===== src/rtl/trap_pkg.sv =====
// Shared definitions for the trap controller.
//   trap_state_e : controller FSM states
//   CSR_*        : register-port addresses
//   SRC_*        : fixed source indices (illegal instruction, overflow)
package trap_pkg;

   typedef enum logic [1:0] {
      IDLE    = 2'd0,
      TAKE    = 2'd1,
      HANDLER = 2'd2,
      RETURN  = 2'd3
   } trap_state_e;

   localparam logic [2:0] CSR_MASK     = 3'd0;
   localparam logic [2:0] CSR_PEND     = 3'd1;
   localparam logic [2:0] CSR_EPC      = 3'd2;
   localparam logic [2:0] CSR_CAUSE    = 3'd3;
   localparam logic [2:0] CSR_VEC_BASE = 3'd4;

   localparam int SRC_ILLEGAL = 0;
   localparam int SRC_OVF     = 1;

endpackage


===== src/rtl/trap_prio_enc.sv =====
// Fixed-priority encoder: lowest set request index wins.
//   i_req  : request vector (already masked)
//   o_hit  : any request set
//   o_sel  : index of the lowest set request (0 when none)
module trap_prio_enc #(
   parameter int NUM_SRC = 8,
   parameter int SEL_W   = $clog2(NUM_SRC + 1)
) (
   input  logic [NUM_SRC-1:0] i_req,
   output logic               o_hit,
   output logic [SEL_W-1:0]   o_sel
);

   always_comb begin
      o_hit = |i_req;
      o_sel = '0;
      for (int i = NUM_SRC - 1; i >= 0; i--) begin
         if (i_req[i]) o_sel = SEL_W'(i);
      end
   end

endmodule


===== src/rtl/trap_ctrl.sv =====
// Trap/exception controller for the multi-cycle core.
// Latches NUM_SRC event sources, picks the lowest unmasked pending one at an
// instruction boundary, redirects the PC to the handler vector, and redirects
// back to EPC on mret.
// Build option: TRAP_VECTORED_EN gives one 4-byte vector slot per source;
// without it every trap goes to VEC_BASE.
// Ports:
//   clk, reset            : clock, synchronous active-high reset
//   src_pulse             : one-cycle event per source
//   boundary, cur_pc      : FSM at fetch, PC about to be fetched
//   mret                  : return request
//   redirect, redirect_pc : registered PC-load pulse and target
//   in_handler            : high while in the handler
//   csr_we/addr/wdata     : register write port
//   csr_rdata             : combinational register read
//
// state   | meaning
// IDLE    | normal execution, trap may be taken at a boundary
// TAKE    | redirect to vector is being presented
// HANDLER | handler running, new events latch but are not taken
// RETURN  | redirect to EPC is being presented
module trap_ctrl
   import trap_pkg::*;
#(
   parameter int              XLEN      = 32,
   parameter int              NUM_SRC   = 8,
   parameter logic [XLEN-1:0] RESET_VEC = 32'h0000_0300
) (
   input  logic               clk,
   input  logic               reset,
   input  logic [NUM_SRC-1:0] src_pulse,
   input  logic               boundary,
   input  logic [XLEN-1:0]    cur_pc,
   input  logic               mret,
   output logic               redirect,
   output logic [XLEN-1:0]    redirect_pc,
   output logic               in_handler,
   input  logic               csr_we,
   input  logic [2:0]         csr_addr,
   input  logic [XLEN-1:0]    csr_wdata,
   output logic [XLEN-1:0]    csr_rdata
);

   localparam int CAUSE_W = $clog2(NUM_SRC + 1);

   trap_state_e          r_state;
   trap_state_e          w_state_nxt;
   logic [NUM_SRC-1:0]   r_pend;
   logic [NUM_SRC-1:0]   r_mask;
   logic [XLEN-1:0]      r_epc;
   logic [XLEN-1:0]      r_vec_base;
   logic [CAUSE_W-1:0]   r_cause;
   logic                 r_redirect;
   logic [XLEN-1:0]      r_redirect_pc;

   logic                 w_hit;
   logic [CAUSE_W-1:0]   w_sel;
   logic                 w_take;
   logic                 w_ret;
   logic                 w_wr_mask;
   logic                 w_wr_pend;
   logic                 w_wr_epc;
   logic                 w_wr_vec;
   logic [XLEN-1:0]      w_epc_nxt;
   logic [XLEN-1:0]      w_vec_nxt;
   logic [XLEN-1:0]      w_vector;
   logic [NUM_SRC-1:0]   w_clr;
   logic [NUM_SRC-1:0]   w_pend_nxt;

   trap_prio_enc #(
      .NUM_SRC (NUM_SRC),
      .SEL_W   (CAUSE_W)
   ) u_prio (
      .i_req (r_pend & r_mask),
      .o_hit (w_hit),
      .o_sel (w_sel)
   );

   assign w_wr_mask = csr_we && (csr_addr == CSR_MASK);
   assign w_wr_pend = csr_we && (csr_addr == CSR_PEND);
   assign w_wr_epc  = csr_we && (csr_addr == CSR_EPC);
   assign w_wr_vec  = csr_we && (csr_addr == CSR_VEC_BASE);

   // Register writes land before the redirect target is formed, so a
   // same-cycle EPC or VEC_BASE write is seen by RETURN / TAKE.
   assign w_epc_nxt = w_wr_epc ? csr_wdata : r_epc;
   assign w_vec_nxt = w_wr_vec ? {csr_wdata[XLEN-1:2], 2'b00} : r_vec_base;

`ifdef TRAP_VECTORED_EN
   assign w_vector = w_vec_nxt + (XLEN'(w_sel) << 2);
`else
   assign w_vector = w_vec_nxt;
`endif

   // OR-ing src_pulse in last makes a new event win over any clear.
   assign w_clr      = (w_wr_pend ? csr_wdata[NUM_SRC-1:0] : '0)
                     | (w_take ? (NUM_SRC'(1) << w_sel) : '0);
   assign w_pend_nxt = (r_pend & ~w_clr) | src_pulse;

   always_comb begin
      w_state_nxt = r_state;
      w_take      = 1'b0;
      w_ret       = 1'b0;
      unique case (r_state)
         IDLE: begin
            if (w_hit && boundary) begin
               w_take      = 1'b1;
               w_state_nxt = TAKE;
            end
         end
         TAKE:    w_state_nxt = HANDLER;
         HANDLER: begin
            if (mret) begin
               w_ret       = 1'b1;
               w_state_nxt = RETURN;
            end
         end
         RETURN:  w_state_nxt = IDLE;
         default: w_state_nxt = IDLE;
      endcase
   end

   always_ff @(posedge clk) begin
      if (reset) begin
         r_state       <= IDLE;
         r_pend        <= '0;
         r_mask        <= '1;
         r_epc         <= '0;
         r_vec_base    <= RESET_VEC;
         r_cause       <= '0;
         r_redirect    <= 1'b0;
         r_redirect_pc <= '0;
      end else begin
         r_state    <= w_state_nxt;
         r_pend     <= w_pend_nxt;
         r_vec_base <= w_vec_nxt;
         r_epc      <= w_take ? cur_pc : w_epc_nxt;
         if (w_wr_mask) r_mask <= csr_wdata[NUM_SRC-1:0];
         if (w_take) r_cause <= w_sel + CAUSE_W'(1);
         else if (r_state == RETURN) r_cause <= '0;
         r_redirect <= w_take | w_ret;
         if (w_take) r_redirect_pc <= w_vector;
         else if (w_ret) r_redirect_pc <= w_epc_nxt;
      end
   end

   always_comb begin
      csr_rdata = '0;
      case (csr_addr)
         CSR_MASK:     csr_rdata = XLEN'(r_mask);
         CSR_PEND:     csr_rdata = XLEN'(r_pend);
         CSR_EPC:      csr_rdata = r_epc;
         CSR_CAUSE:    csr_rdata = XLEN'(r_cause);
         CSR_VEC_BASE: csr_rdata = r_vec_base;
         default:      csr_rdata = '0;
      endcase
   end

   assign redirect    = r_redirect;
   assign redirect_pc = r_redirect_pc;
   assign in_handler  = (r_state == HANDLER);

endmodule


===== config.mk =====
export PLATFORM = sky130hd
export DESIGN_NAME = trap_ctrl
export DESIGN_NICKNAME = d
export VERILOG_FILES = /design/src/rtl/trap_pkg.sv /design/src/rtl/trap_prio_enc.sv /design/src/rtl/trap_ctrl.sv
export SDC_FILE = /design/constraint.sdc
export NUM_CORES = 1
export LEC_CHECK = 0
export BUFFER_PORTS_ARGS = -buffer_cell sky130_fd_sc_hd__buf_2
export CAP_MARGIN = 5
export CORE_MARGIN = 1
export CORE_UTILIZATION = 30
export CTS_CLUSTER_SIZE = 20
export DETAILED_ROUTE_END_ITERATION = 16
export MAX_ROUTING_LAYER = met4
export PLACE_DENSITY = 0.57
export SYNTH_ARGS = -nofsm -noshare
export SYNTH_HDL_FRONTEND = slang
export SYNTH_HIERARCHICAL = 1
export SYNTH_SLANG_ARGS = --single-unit

===== constraint.sdc =====
create_clock -name clk -period 5.25 [get_ports clk]
set_input_delay 0.7875 -clock clk [delete_from_list [all_inputs] [get_ports clk]]
set_output_delay 0.7875 -clock clk [all_outputs]
set_load 0.01 [all_outputs]

==> results of run 1 <==
[Yosys cell counts (9+ instances only)]
master    count  area [um^2]
nor2_1      172          646
dfxtp_1     119         2380
mux2i_1      43          430
clkbuf_1     38          143
o21ai_0      37          185
nor3_1       33          165
mux2_4       30          450
o32ai_2      28          455
a22oi_1      24          180
nand2_1      14         52.6
nor2b_1      14         87.6
buf_2        13         65.1
a21oi_1      12         60.1
and2_1       11         68.8
a31oi_1       9         56.3
ha_1          9          113
nand3_1       9         45.0
[layer usage]
metal / up-vias / routed length [um]
met4: 0 / 193
met5: - / 0
met2: 156 / 8440
met1: 2548 / 8640
li1: 2592 / -
met3: 17 / 1030
[layout make-up]
class                      instances  area share, %
clock buffer                      21           6.38
clock inverter                     9           1.33
inverter                           8          0.398
multi-input combinational        488           45.4
sequential                       119           31.6
tap                              265           4.40
timing repair buffer             153           10.5
[kinds of logic (layout without fill, tap and decap cells)]
kind of cell / Yosys count / count (layout)
xor+xnor: 1 / 1
other cells: 1 / 1
mux: 76 / 76
simple gates: 272 / 272
fa+ha+maj: 9 / 9
buf+inv: 68 / 191
compound gates: 129 / 129
flops: 119 / 119
[stage by stage]
stage	utilization (%)	power, W
after floorplan	-	0.00181
after global placement	35.3	0.00210
after detailed placement	35.3	0.00210
after CTS	38.2	0.00327
after global routing	38.2	0.00343
final	38.2	0.00323
[sequential cells by signal (all words and copies together), names as in the netlist]
| signal | flops |
|---|---|
| r_cause | 4 |
| redirect | 1 |
| r_pend | 8 |
| r_epc | 32 |
| r_state | 2 |
| r_vec_base | 32 |
| redirect_pc | 32 |
| r_mask | 8 |
[where the power goes]
part	internal [W]	switching, W
sequential	0.00105	0.0000801
combinational	0.000384	0.000565
clock	0.000739	0.000416
[final timing paths]
kind / startpoint / end
max: csr_addr[1] / csr_rdata[9]
min: r_cause[1] / r_cause[1]
max reg2reg: r_pend[4] / redirect_pc[24]
min reg2reg: r_cause[1] / r_cause[1]
[worst max-delay path, stage by stage]
cell and delay [ps]:
buf_2 410, and2b_1 950, a22oi_1 150, nor2_1 200, buf_2 170
==> flow_metrics.env, run 1 <==
export IMPL_status="completed"
export IMPL_viasPerCell=5.00
export IMPL_grt_pass1_wl_um=28200
export IMPL_track_usage_pct=18.5
export IMPL_chipHeight_um=145
export IMPL_clk_path_buf_depth=2
export IMPL_startpoint_type="input pin"
export IMPL_worst_pin_slew_ps=1140
export IMPL_hp_class="reg -> reg"
export IMPL_end_kind="output port"
export IMPL_fin_hold_ws_ps=481
export IMPL_cts_hold_buf=0
export IMPL_regArea_um2=2380
export IMPL_postSynthAreaPerCell_um2=9.04
export IMPL_tritoncts="yes"
export IMPL_use_met1_pct=22.7
export IMPL_cap_violations=0
export IMPL_final_cells=1063
export IMPL_synth_edf_count=0
export IMPL_synthToLayoutAreaGrowth_pct=23.4
export IMPL_ir_worst_vdd_v=0.000212
export IMPL_gp_congestion=0.774
export IMPL_async_reset_ff_share_pct=0
export IMPL_drc=0
export IMPL_synth_ff_type="dfxtp_1"
export IMPL_ant_nets=0
export IMPL_grt_util_met3_pct=5.23
export IMPL_drv_slew=0
export IMPL_layout_setup_ws_ps=1780
export IMPL_ys_seq_area_share_pct=39.0
export IMPL_layout_common_cells="nor2_1, buf_2, dfxtp_1, mux2i_1, o21ai_0"
export IMPL_syn_nets=764
export IMPL_worstHoldPathCells=2
export IMPL_yosysUniqueCellTypes=43
export IMPL_ys_warn_count=6
export IMPL_rows=51
export IMPL_max_slew_margin_pct=24.0
export IMPL_rrSetupSlack_ps=2640
export IMPL_synth_compound_area_share_pct=17.9
export IMPL_worst_ep_required_time_ps=4460
export IMPL_dr_pass1_iters=4
export IMPL_vias=5313
export IMPL_drt_iter0_markers=219
export IMPL_cts_resized_gates=0
export IMPL_period_needed_ps=3470
export IMPL_numCtsBuffers=17
export IMPL_clkLatencyLatePin_ps=410
export IMPL_design_area_um2=7540
export IMPL_mostFrequentLayoutCell="nor2_1"
export IMPL_hold_viol=0
export IMPL_synth_top_family_by_area="simple AND/OR/NAND/NOR gates"
export IMPL_die_w_um=145
export IMPL_post_route_cells_drive_above_1_share_pct=31.6
export IMPL_synth_cells=675
export IMPL_fin_setup_tns_ps=0
export IMPL_synth_xor_area_share_pct=0.143
export IMPL_first_global_vias=5137
export IMPL_clkSinkCount=119
export IMPL_cts_setup_buffers=0
export IMPL_post_place_cells=1033
export IMPL_wl_per_cell_um=17.2
export IMPL_rsz0062_at_grt="no"
export IMPL_met2_usage_pct=29.8
export IMPL_crit_type="in -> out"
export IMPL_nNetsFinal=876
export IMPL_fill_cells=2006
export IMPL_pre_cts_ws_ps=1730
export IMPL_io_pins=146
export IMPL_h_tree_depth=4
export IMPL_diodes=0
export IMPL_cts_root_buffer="clkbuf_16"
export IMPL_synthAdderAreaFrac_pct=1.84
export IMPL_path_max_fanout=24
export IMPL_power_leakage_nw=3.11
export IMPL_hpwl_um=11800
export IMPL_antenna_found_initial=0
export IMPL_start_util_pct=31.0
export IMPL_die_area_um2=20900
export IMPL_setup_viol=0
export IMPL_arrival_ps=2690
export IMPL_powerDensity_nw_per_um2=429
export IMPL_dpl_cell_area_um2=6960
export IMPL_skew_ps=9.41
export IMPL_multi_input_area_um2=3420
export IMPL_synthMuxAreaShare_pct=15.2
export IMPL_io_buffers=145
export IMPL_ys_ff_latch=119
export IMPL_max_freq_mhz=288
export IMPL_top_usage_layer="met2"
export IMPL_grt_ovfl_total=0
export IMPL_synth_simple_area_share_pct=20.1
export IMPL_routed_wl_um=18300
export IMPL_reg2reg_depth=7
export IMPL_clk_pin_slew_ps=50
export IMPL_synth_area_um2=6100
export IMPL_core_area_um2=19700
export IMPL_finalCritPeriodShare_pct=66.1
export IMPL_grt_max_degree=64
Power figures use the tool's default switching activity.
==> inputs of run 2 (changes only) <==
--- a/config.mk
+++ b/config.mk
@@ -5,6 +5,7 @@
 export SDC_FILE = /design/constraint.sdc
 export NUM_CORES = 1
 export LEC_CHECK = 0
+export ABC_AREA = 1
 export BUFFER_PORTS_ARGS = -buffer_cell sky130_fd_sc_hd__buf_2
 export CAP_MARGIN = 5
 export CORE_MARGIN = 1
@@ -12,7 +13,7 @@
 export CTS_CLUSTER_SIZE = 20
 export DETAILED_ROUTE_END_ITERATION = 16
 export MAX_ROUTING_LAYER = met4
-export PLACE_DENSITY = 0.57
+export PLACE_DENSITY = 0.56
 export SYNTH_ARGS = -nofsm -noshare
 export SYNTH_HDL_FRONTEND = slang
 export SYNTH_HIERARCHICAL = 1
==> constraint.sdc (replaced) <==
create_clock -name clk -period 3.4 [get_ports clk]
set_input_delay 0.51 -clock clk [delete_from_list [all_inputs] [get_ports clk]]
set_output_delay 0.51 -clock clk [all_outputs]
set_load 0.01 [all_outputs]
==> run 2 against run 1 <==
  * Non-clock buffer count up 6
  * Register-to-register slack worse by 1600 ps
  * Critical path depth up 1
  * Worst setup slack worse by 950 ps
  * Synthesized cell count up 47%
  * Die area up 6.5%
  * Core utilization down 0.45 points
  * Largest power group unchanged
==> flow_metrics.env, run 2 <==
export IMPL_die_w_um=149
export IMPL_clkSinkCount=119
export IMPL_path_max_fanout=31
export IMPL_grt_pass1_wl_um=35000
export IMPL_powerDensity_nw_per_um2=609
export IMPL_viasPerCell=4.91
export IMPL_io_buffers=145
export IMPL_dr_pass1_iters=5
export IMPL_ant_nets=0
export IMPL_final_cells=1391
export IMPL_mostFrequentLayoutCell="nand2_1"
export IMPL_synthToLayoutAreaGrowth_pct=22.8
export IMPL_cts_hold_buf=0
export IMPL_cts_root_buffer="clkbuf_16"
export IMPL_cts_resized_gates=0
export IMPL_ys_seq_area_share_pct=36.6
export IMPL_numCtsBuffers=17
export IMPL_rsz0062_at_grt="no"
export IMPL_synthTopCellsByCount="nand2_1, inv_1, dfxtp_1"
export IMPL_drv_slew=0
export IMPL_finalCritPeriodShare_pct=75.6
export IMPL_top_usage_layer="met2"
export IMPL_clk_pin_slew_ps=50
export IMPL_grt_util_met3_pct=3.76
export IMPL_drt_iter0_markers=532
export IMPL_cp_slowest_cell="nand2_2"
export IMPL_skew_ps=7.12
export IMPL_synth_area_um2=6510
export IMPL_period_needed_ps=2570
export IMPL_h_tree_depth=4
export IMPL_cap_violations=0
export IMPL_max_stage_delay_ps=570
export IMPL_synth_area_top_cells="dfxtp_1, nand2_1, nand4_1"
export IMPL_synth_most_common_cell="nand2_1"
export IMPL_post_place_cells=1360
export IMPL_syn_nets=1084
export IMPL_hold_viol=0
export IMPL_clkLatencyLatePin_ps=420
export IMPL_worst_ep_required_time_ps=2890
export IMPL_power_leakage_nw=4.11
export IMPL_core_area_um2=21200
export IMPL_status="completed"
export IMPL_grt_max_degree=63
export IMPL_antenna_found_initial=1
export IMPL_worst_pin_slew_ps=1040
export IMPL_multi_input_area_um2=3260
export IMPL_layout_common_cells="nand2_1, buf_2, inv_1, dfxtp_1, nand4_1"
export IMPL_tritoncts="yes"
export IMPL_ys_warn_count=6
export IMPL_max_slew_margin_pct=30.6
export IMPL_max_freq_mhz=389
export IMPL_grt_ovfl_total=0
export IMPL_regArea_um2=2380
export IMPL_use_met1_pct=27.7
export IMPL_cts_setup_buffers=0
export IMPL_crit_type="in -> out"
export IMPL_gp_congestion=0.864
export IMPL_fill_cells=2314
export IMPL_hpwl_um=14900
export IMPL_post_route_cells_drive_above_1_share_pct=20.0
export IMPL_setup_viol=0
export IMPL_vias=6830
export IMPL_first_global_vias=6480
export IMPL_hp_class="in -> reg"
export IMPL_nNetsFinal=1193
export IMPL_netlist_area_leader_share_pct=36.6
export IMPL_met2_usage_pct=32.8
export IMPL_yosysUniqueCellTypes=29
export IMPL_start_util_pct=30.8
export IMPL_synth_cells=995
export IMPL_routed_wl_um=22300
export IMPL_io_pins=146
export IMPL_synth_edf_count=0
export IMPL_drc=0
export IMPL_synth_top_area_cell="dfxtp_1"
export IMPL_ys_ff_latch=119
export IMPL_clk_path_buf_depth=2
export IMPL_die_area_um2=22300
export IMPL_wl_per_cell_um=16.0
export IMPL_async_reset_ff_share_pct=0
export IMPL_startpoint_type="input pin"
export IMPL_fin_setup_tns_ps=0
export IMPL_rows=53
export IMPL_postSynthAreaPerCell_um2=6.54
export IMPL_timing_critical_path_mode_cell="buf_2"
export IMPL_worstPathCellList="buf_2, nand2_2, o21ai_0, nor2_1, nand2_1, buf_2"
export IMPL_chipHeight_um=149
export IMPL_end_kind="output port"
export IMPL_fin_total_pwr_w=0.00487
export IMPL_track_usage_pct=21.3
export IMPL_ir_worst_vdd_v=0.000276
export IMPL_arrival_ps=2060
export IMPL_synth_ff_type="dfxtp_1"
[run 2: cell count changes after synthesis, moves of 24 or more]
| cell | previous run | this run |
|---|---|---|
| a21oi_1 | 12 | 47 |
| a22oi_1 | 24 | 0 |
| nand4_1 | 3 | 101 |
| nor2_1 | 172 | 43 |
| nor3_1 | 33 | 0 |
| o32ai_2 | 28 | 0 |
| inv_1 | 8 | 140 |
| mux2_4 | 30 | 0 |
| nand2_1 | 14 | 322 |
| mux2i_1 | 43 | 0 |
| nand3_1 | 9 | 79 |
| o21ai_0 | 37 | 7 |
[run 2: cell type report]
| type | count | share of cell area (%) |
|---|---|---|
| Multi-Input combinational cell | 662 | 40.8 |
| Sequential cell | 119 | 29.8 |
| Timing Repair Buffer | 159 | 10.6 |
| Inverter | 145 | 6.81 |
| Clock buffer | 20 | 5.72 |
| Tap cell | 275 | 4.31 |
| Clock inverter | 10 | 1.91 |
| Antenna cell | 1 | 0.0313 |
[run 2: stage by stage]
stage | hold slack, ps | worst slack, ps | instance area (um^2) | util [%]
floorplan | 440 | 1420 | 6510 | -
global placement | 453 | 847 | 7380 | 34.9
detailed placement | 456 | 833 | 7380 | 34.9
CTS | 297 | 833 | 7990 | 37.8
global route | 332 | 695 | 7990 | 37.8
finish | 305 | 831 | 7990 | 37.8
[run 2: power breakdown]
part | internal (W) | switching, W
Clock | 0.00125 | 0.000646
Combinational | 0.000393 | 0.000908
Sequential | 0.00158 | 0.0000913
Total | 0.00322 | 0.00165
[run 2: critical path, delay by kind of cell]
family	cells	cell delay, ps
compound gates	1	390
buf+inv	2	430
simple gates	3	710
[run 2: path summary, 6_finish.rpt]
| path | cells after the start | slack (ps) | end | start |
|---|---|---|---|---|
| setup reg to reg | 13 | 1080 | redirect_pc[23] | r_mask[2] |
| hold / removal | 3 | 300 | r_pend[7] | src_pulse[7] |
| hold reg to reg | 2 | 470 | r_cause[0] | r_cause[0] |
| setup / recovery | 6 | 830 | csr_rdata[3] | csr_addr[2] |
[run 2: cell families after synthesis]
logic type	share of synthesized area, %
compound gates	9.83
buf+inv	13.5
flops	36.6
simple gates	38.2
fa+ha+maj	1.73
other cells	0.0576
[run 2: layer usage]
metal	vias to the layer above	part of all wire [%]
li1	3457	-
met1	3151	48
met2	203	45
met3	19	5.2
met4	0	1.7
met5	-	0
